`config.mk`:
```
export PLATFORM = sky130hd
export DESIGN_NAME = sap1_controller
export DESIGN_NICKNAME = d
export VERILOG_FILES = /design/src/rtl/sap1_controller.sv
export SDC_FILE = /design/constraint.sdc
export NUM_CORES = 1
export LEC_CHECK = 0
export CAP_MARGIN = 40
export CORE_MARGIN = 8
export CORE_UTILIZATION = 42
export DETAILED_ROUTE_END_ITERATION = 8
export PLACE_DENSITY = 0.83
export RECOVER_POWER = 50
export SLEW_MARGIN = 20
export SYNTH_ARGS = -nofsm -noshare
export SYNTH_HDL_FRONTEND = slang
export SYNTH_SLANG_ARGS = --single-unit
```
`constraint.sdc`:
```
create_clock -name clk -period 2.7 [get_ports clk]
set_clock_uncertainty 0.05 [all_clocks]
set_input_delay 0.81 -clock clk [delete_from_list [all_inputs] [get_ports clk]]
set_output_delay 0.81 -clock clk [all_outputs]
set_load 0.01 [all_outputs]
```
`src/rtl/sap1_controller.sv`:
```
// SAP-1 instruction register and six-state ring-counter sequencer.
// Decodes LDA/ADD/SUB/OUT/HLT into the datapath's bus and load controls.
module sap1_controller #(
  parameter int          DATA_WIDTH = 8,
  parameter int          ADDR_WIDTH = 4,
  parameter logic [3:0]  OP_LDA     = 4'h0,
  parameter logic [3:0]  OP_ADD     = 4'h1,
  parameter logic [3:0]  OP_SUB     = 4'h2,
  parameter logic [3:0]  OP_OUT     = 4'hE,
  parameter logic [3:0]  OP_HLT     = 4'hF
) (
  input  logic                  clk,
  input  logic                  rst,
  input  logic [DATA_WIDTH-1:0] ir_in,
  output logic [ADDR_WIDTH-1:0] ir_out,
  output logic [3:0]            opcode,
  output logic [5:0]            t_state,
  output logic                  pc_inc,
  output logic                  pc_en,
  output logic                  mar_load,
  output logic                  ram_en,
  output logic                  ir_load,
  output logic                  ir_en,
  output logic                  a_load,
  output logic                  a_en,
  output logic                  b_load,
  output logic                  alu_en,
  output logic                  alu_sub,
  output logic                  out_load,
  output logic                  halted
);

  typedef enum logic [5:0] {
    T1 = 6'b000001,
    T2 = 6'b000010,
    T3 = 6'b000100,
    T4 = 6'b001000,
    T5 = 6'b010000,
    T6 = 6'b100000
  } tstate_e;

  tstate_e               t_q, t_d;
  logic [DATA_WIDTH-1:0] ir_q, ir_d;
  logic                  halt_q, halt_d;

  assign opcode  = ir_q[DATA_WIDTH-1 -: 4];
  assign ir_out  = ir_q[ADDR_WIDTH-1:0];
  assign t_state = t_q;

  // A HLT parks the counter in T4 instead of stepping on to T5.
  always_comb begin
    t_d    = t_q;
    ir_d   = ir_q;
    halt_d = halt_q;
    if (!halt_q) begin
      case (t_q)
        T1: t_d = T2;
        T2: t_d = T3;
        T3: begin
          t_d  = T4;
          ir_d = ir_in;
        end
        T4: begin
          if (opcode == OP_HLT) halt_d = 1'b1;
          else                  t_d    = T5;
        end
        T5: t_d = T6;
        default: t_d = T1;
      endcase
    end
  end

  always_ff @(posedge clk or posedge rst) begin
    if (rst) begin
      t_q    <= T1;
      ir_q   <= '0;
      halt_q <= 1'b0;
    end else begin
      t_q    <= t_d;
      ir_q   <= ir_d;
      halt_q <= halt_d;
    end
  end

  // Controls are gated by rst so nothing pulses while reset is asserted.
  always_comb begin
    pc_inc   = 1'b0;
    pc_en    = 1'b0;
    mar_load = 1'b0;
    ram_en   = 1'b0;
    ir_load  = 1'b0;
    ir_en    = 1'b0;
    a_load   = 1'b0;
    a_en     = 1'b0;
    b_load   = 1'b0;
    alu_en   = 1'b0;
    alu_sub  = 1'b0;
    out_load = 1'b0;
    if (!rst && !halt_q) begin
      case (t_q)
        T1: begin
          pc_en    = 1'b1;
          mar_load = 1'b1;
        end
        T2: pc_inc = 1'b1;
        T3: begin
          ram_en  = 1'b1;
          ir_load = 1'b1;
        end
        T4: begin
          if (opcode == OP_LDA || opcode == OP_ADD || opcode == OP_SUB) begin
            ir_en    = 1'b1;
            mar_load = 1'b1;
          end else if (opcode == OP_OUT) begin
            a_en     = 1'b1;
            out_load = 1'b1;
          end
        end
        T5: begin
          if (opcode == OP_LDA) begin
            ram_en = 1'b1;
            a_load = 1'b1;
          end else if (opcode == OP_ADD || opcode == OP_SUB) begin
            ram_en = 1'b1;
            b_load = 1'b1;
          end
        end
        T6: begin
          if (opcode == OP_ADD || opcode == OP_SUB) begin
            alu_en  = 1'b1;
            a_load  = 1'b1;
            alu_sub = (opcode == OP_SUB);
          end
        end
        default: ;
      endcase
    end
  end

  assign halted = halt_q | (!rst && (t_q == T4) && (opcode == OP_HLT));

endmodule
```
# Yosys cells after proc, flatten, opt, wreduce, memory -nomap -nowiden
# Index checks and enable logic that the tools add are counted.
# op_classes
n_mux,35
eq_ne,11
n_reduce_logical,11
n_bitwise,2
# op_table
cell,count
$mux W1,30
$pmux W6 S5,1
$eq A4 B4 Y1 const B,2
$eq A6 B1 Y1 const B,1
$eq A6 B2 Y1 const B,1
$eq A6 B3 Y1 const B,1
$eq A6 B4 Y1 const B,1
$eq A6 B5 Y1 const B,1
$eq A6 B6 Y1 const B,1
$mux W6,1
$pmux W1 S2,3
$eq A4 B1 Y1 const B,1
$eq A4 B2 Y1 const B,1
$logic_not A4 Y1,1
$reduce_and A2 Y1,2
$logic_and A1 B1 Y1,3
$logic_or A1 B1 Y1,3
$logic_not A1 Y1,2
$ne A2 B2 Y1 const B,1
$not A1 Y1,1
$or A1 B1 Y1,1
# totals
word_cells,62
regBits,15
input_bits,10
output_inout_bits,27

# Depth between registers and ports, before layout
# depth
word_depth,6
mapped_depth,5
ltp_nobuf,3

# Worst setup path after synthesis
# OpenSTA, ideal clock, no wires.
# synth_path
path_type,input port to output port
start,in rst
end,out a_load
cell_stages,3
n_path_buf,0
required_time_ns,1.840
path_slack_ns,0.089
t_arrival_ns,1.751
cell_sequence,nor4_1 nand4_1 o221ai_1
# synth_between
elab_chain_len,3
# synth_rtl
element,line_no,rtl
"start, declared",13,"input logic rst,"
$logic_not A1 Y1,99,if (!rst && !halt_q) begin
$logic_and A1 B1 Y1,99,
$mux W1,99,
"end, declared",24,"output logic a_load,"
# No other way between the ends.

# Worst setup path after layout
# layout_path
start,reg t_q[5] (netlist: t_state[5])
end,out ir_load
# layout_between
elab_chain_len,3
# layout_rtl
element,line_no,rtl
"start, declared",42,"tstate_e t_q, t_d;"
"start signal, assigned",79,t_q <= t_d;
$eq A6 B3 Y1,100,case (t_q)
$mux W1,100,
$mux W1,99,
"end, declared",22,"output logic ir_load,"
# No other way between the ends.

==> results.py <==
metrics = {
    "global_routing": {
        "antenna_found_initial": 0,
        "grt_first_pass_wirelength_um": 4443,
        "grt_pass1_vias": 942,
        "grt_overflow": 0,
        "grt_use_total_pct": 13.50,
        "grt_max_degree": 16,
    },
    "sta": {
        "setup_viol": 0,
        "rsz0062_at_grt": "true",
        "timing.final.ws_setup_ps": 70.09,
        "period_needed_ps": 2630,
        "period_share_pct": 97.40,
        "worst_pin_slew_ps": 560.6,
        "hold_violations": 0,
        "maxSlewViolCount": 0,
        "timing.fmax_ghz": 0.3802,
        "slew-limit-headroom_pct": 62.58,
    },
    "placement": {
        "gp_congestion": 0.8146,
        "dp_slack_ps": -787.1,
        "hpwlAfterDp_um": 1952,
        "portBuffers": 36,
    },
    "setup_path": {
        "rr_worst_depth": 5,
        "ff2ff_setup_slack_ps": 790,
        "critPathLaunchType": "register",
        "critPathKind": "register to output pin",
        "endpoint_kind": "output pin",
        "arrival_ps": 1770,
        "r2r-start": "t_state[5]$_DFFE_PP0P_",
        "cp_max_fo": 5,
        "cp.required_ps": 1840,
        "worstReg2RegEnd": "ir_q[4]$_DFFE_PP0P_",
    },
    "cts": {
        "cts_made_buffers": 3,
        "clk_latency_ps": 280,
        "cts_tree": "yes",
        "ctsHtreeMaxLevel": 1,
        "clockBufferDepth": 2,
        "clkTransAtPathRegs_ps": 100,
        "numClockSinks": 15,
        "postCtsHoldBufs": 0,
        "cts_root_buffer": "clkbuf_4",
    },
    "synthesis": {
        "synth.largest_area_cell": "dfrtp_1",
        "synth_top_family_by_area": "simple AND/OR/NAND/NOR gates",
        "ys_ff_latch": 15,
        "syn_inst": 89,
        "synth-edff-count": 0,
        "yosysSeqAreaShare_pct": 41.69,
        "synth_ff_type": "dfrtp_1",
        "synth_common_cells": "dfrtp_1 (14), mux2_4 (7), nor2_1 (7)",
        "synthMuxAreaShare_pct": 12.88,
        "synth_most_common_cell": "dfrtp_1",
        "synth_fa_ha_area_share_pct": 0,
        "synth_cell_types": 36,
        "yosys.area_share.simple_pct": 27.15,
        "synth_top_area_share_pct": 38.78,
        "syn_nets": 99,
        "synth_compound_area_share_pct": 9.003,
        "synth_area_um2": 903.4,
        "synthXorXnorAreaFrac_pct": 1.939,
        "synth.area.top_cells": "dfrtp_1 (39%), mux2_4 (12%), nor3b_1 (3.3%)",
        "ys_warn_count": 0,
        "synth.avg_cell_area_um2": 10.15,
        "synthArstFlopShare_pct": 100.0,
    },
    "cells_and_area": {
        "drive_above_1_share_pct": 35.21,
        "final_util_pct": 71.25,
        "finalNetCount": 153,
        "diodes": 0,
        "area_delta_synth_final_pct": 57.90,
    },
    "route": {
        "vias": 885,
        "viasPerCell": 5.237,
        "firstDrtPassIters": 4,
        "wl_per_cell_um": 15.35,
        "final_antenna_net_count": 0,
        "first_iter_violations": 22,
        "drc": 0,
        "wl_um": 2594,
    },
    "die": {
        "io_pins": 37,
        "initial_core_util_pct": 45.12,
        "die_area_um2": 3891,
        "die_w_um": 62.38,
        "row_count": 16,
        "core_area_um2": 2002,
        "die_h_um": 62.38,
    },
    "pwr": {
        "peakVddDrop_mv": 0.6312,
        "power_uw": 1459,
        "powerDensity_nw_per_um2": 1023,
        "total_leakage_power_uw": 0.0006692,
    },
    "run_status": {
        "status": "finished clean",
    },
    "worst_hold_path": {
        "hold_depth": 1,
        "min_to": "ir_q[0]$_DFFE_PP0P_",
        "min_from": "ir_q[0]$_DFFE_PP0P_",
        "min_path_type": "register to register",
    },
    "flow_run": {
        "max_cap_violations": 0,
    },
}
[power by group]
part	switching [µW]	total [µW]	internal [µW]	leakage, µW
Clock	75.8	132	56.2	0.0000139
Combinational	384	882	498	0.000473
Sequential	120	445	325	0.000183
Total	580	1460	879	0.000669
[registers in the layout (all words and copies together) (netlist names)]
| name | cells |
|---|---|
| halt_q | 1 |
| ir_q | 8 |
| t_state | 6 |
[stage by stage]
| stage | setup TNS (ps) | instance area (µm²) | cells | hold slack (ps) |
|---|---|---|---|---|
| detailed placement | -7584 | 1389 | 164 | 441.6 |
| global route | -45.63 | 1426 | 169 | 496.5 |
| floorplan | 0 | 903.4 | 89 | 501.4 |
| finish | 0 | 1426 | 169 | 461.8 |
| global placement | -7233 | 1389 | 164 | 449.4 |
| CTS | 0 | 1398 | 168 | 481.3 |
[layout make-up]
class / instances / area [µm²]
fillers: 153 / 575.6
flip-flops and latches: 15 / 377.9
inverters: 6 / 22.52
clock buffers: 3 / 22.52
well taps: 27 / 33.78
clock inverters: 1 / 7.507
repair buffers: 55 / 454.2
multi-input cells: 62 / 508.0
[layout by cell type, fill, tap and decap left out, types with 3 or more instances in the layout]
cell type,instances
nor3b_2,3
nor3_2,3
o21ai_0,4
nand2_1,6
dfrtp_1,13
nor2_1,7
buf_4,16
clkbuf_4,3
buf_2,7
inv_1,6
nand4_1,4
clkdlybuf4s50_1,22
dlygate4sd2_1,4
mux2_4,6
[worst max path at each step]
stage	end	from	slack [ps]	cells past startpoint
after floorplan	a_load	rst	90	3
after global placement	a_load	rst	-720	6
after detailed placement	a_load	rst	-790	6
after CTS	pc_inc	rst	50	6
after global routing	a_en	t_state[1]$_DFFE_PP0P_	-20	4
final	ir_load	t_state[5]$_DFFE_PP0P_	70	5
[cell families (layout without fill, tap and decap cells)]
group / count (synthesis) / in the layout
AOI/OAI and AO/OA: 12 / 12
muxes: 8 / 8
and+or+nand+nor: 40 / 40
xor gates and xnor gates: 2 / 2
buffers and inverters: 12 / 65
DFF: 15 / 15
[what timing repair did]
action,in CTS,in global routing
resized for setup,42,11
endpoints found under the setup margin,13,10
pin swaps,5,3
setup buffers,0,1
[metal layers]
layer	GRT usage (%)	vias up	share of wire, %
met2	21.99	42	50
met3	5.735	2	9.3
li1	-	426	-
met5	0	-	0
met1	15.89	415	41
met4	3.419	0	0.42
[worst max-delay path, cell delays in order (launching register included)]
cell and delay [ps]:
dfrtp_2 450, buf_4 150, nor4_4 280, nand4_2 190
nor2_1 120, dlygate4sd2_1 300
(Power assumes the default switching activity.)
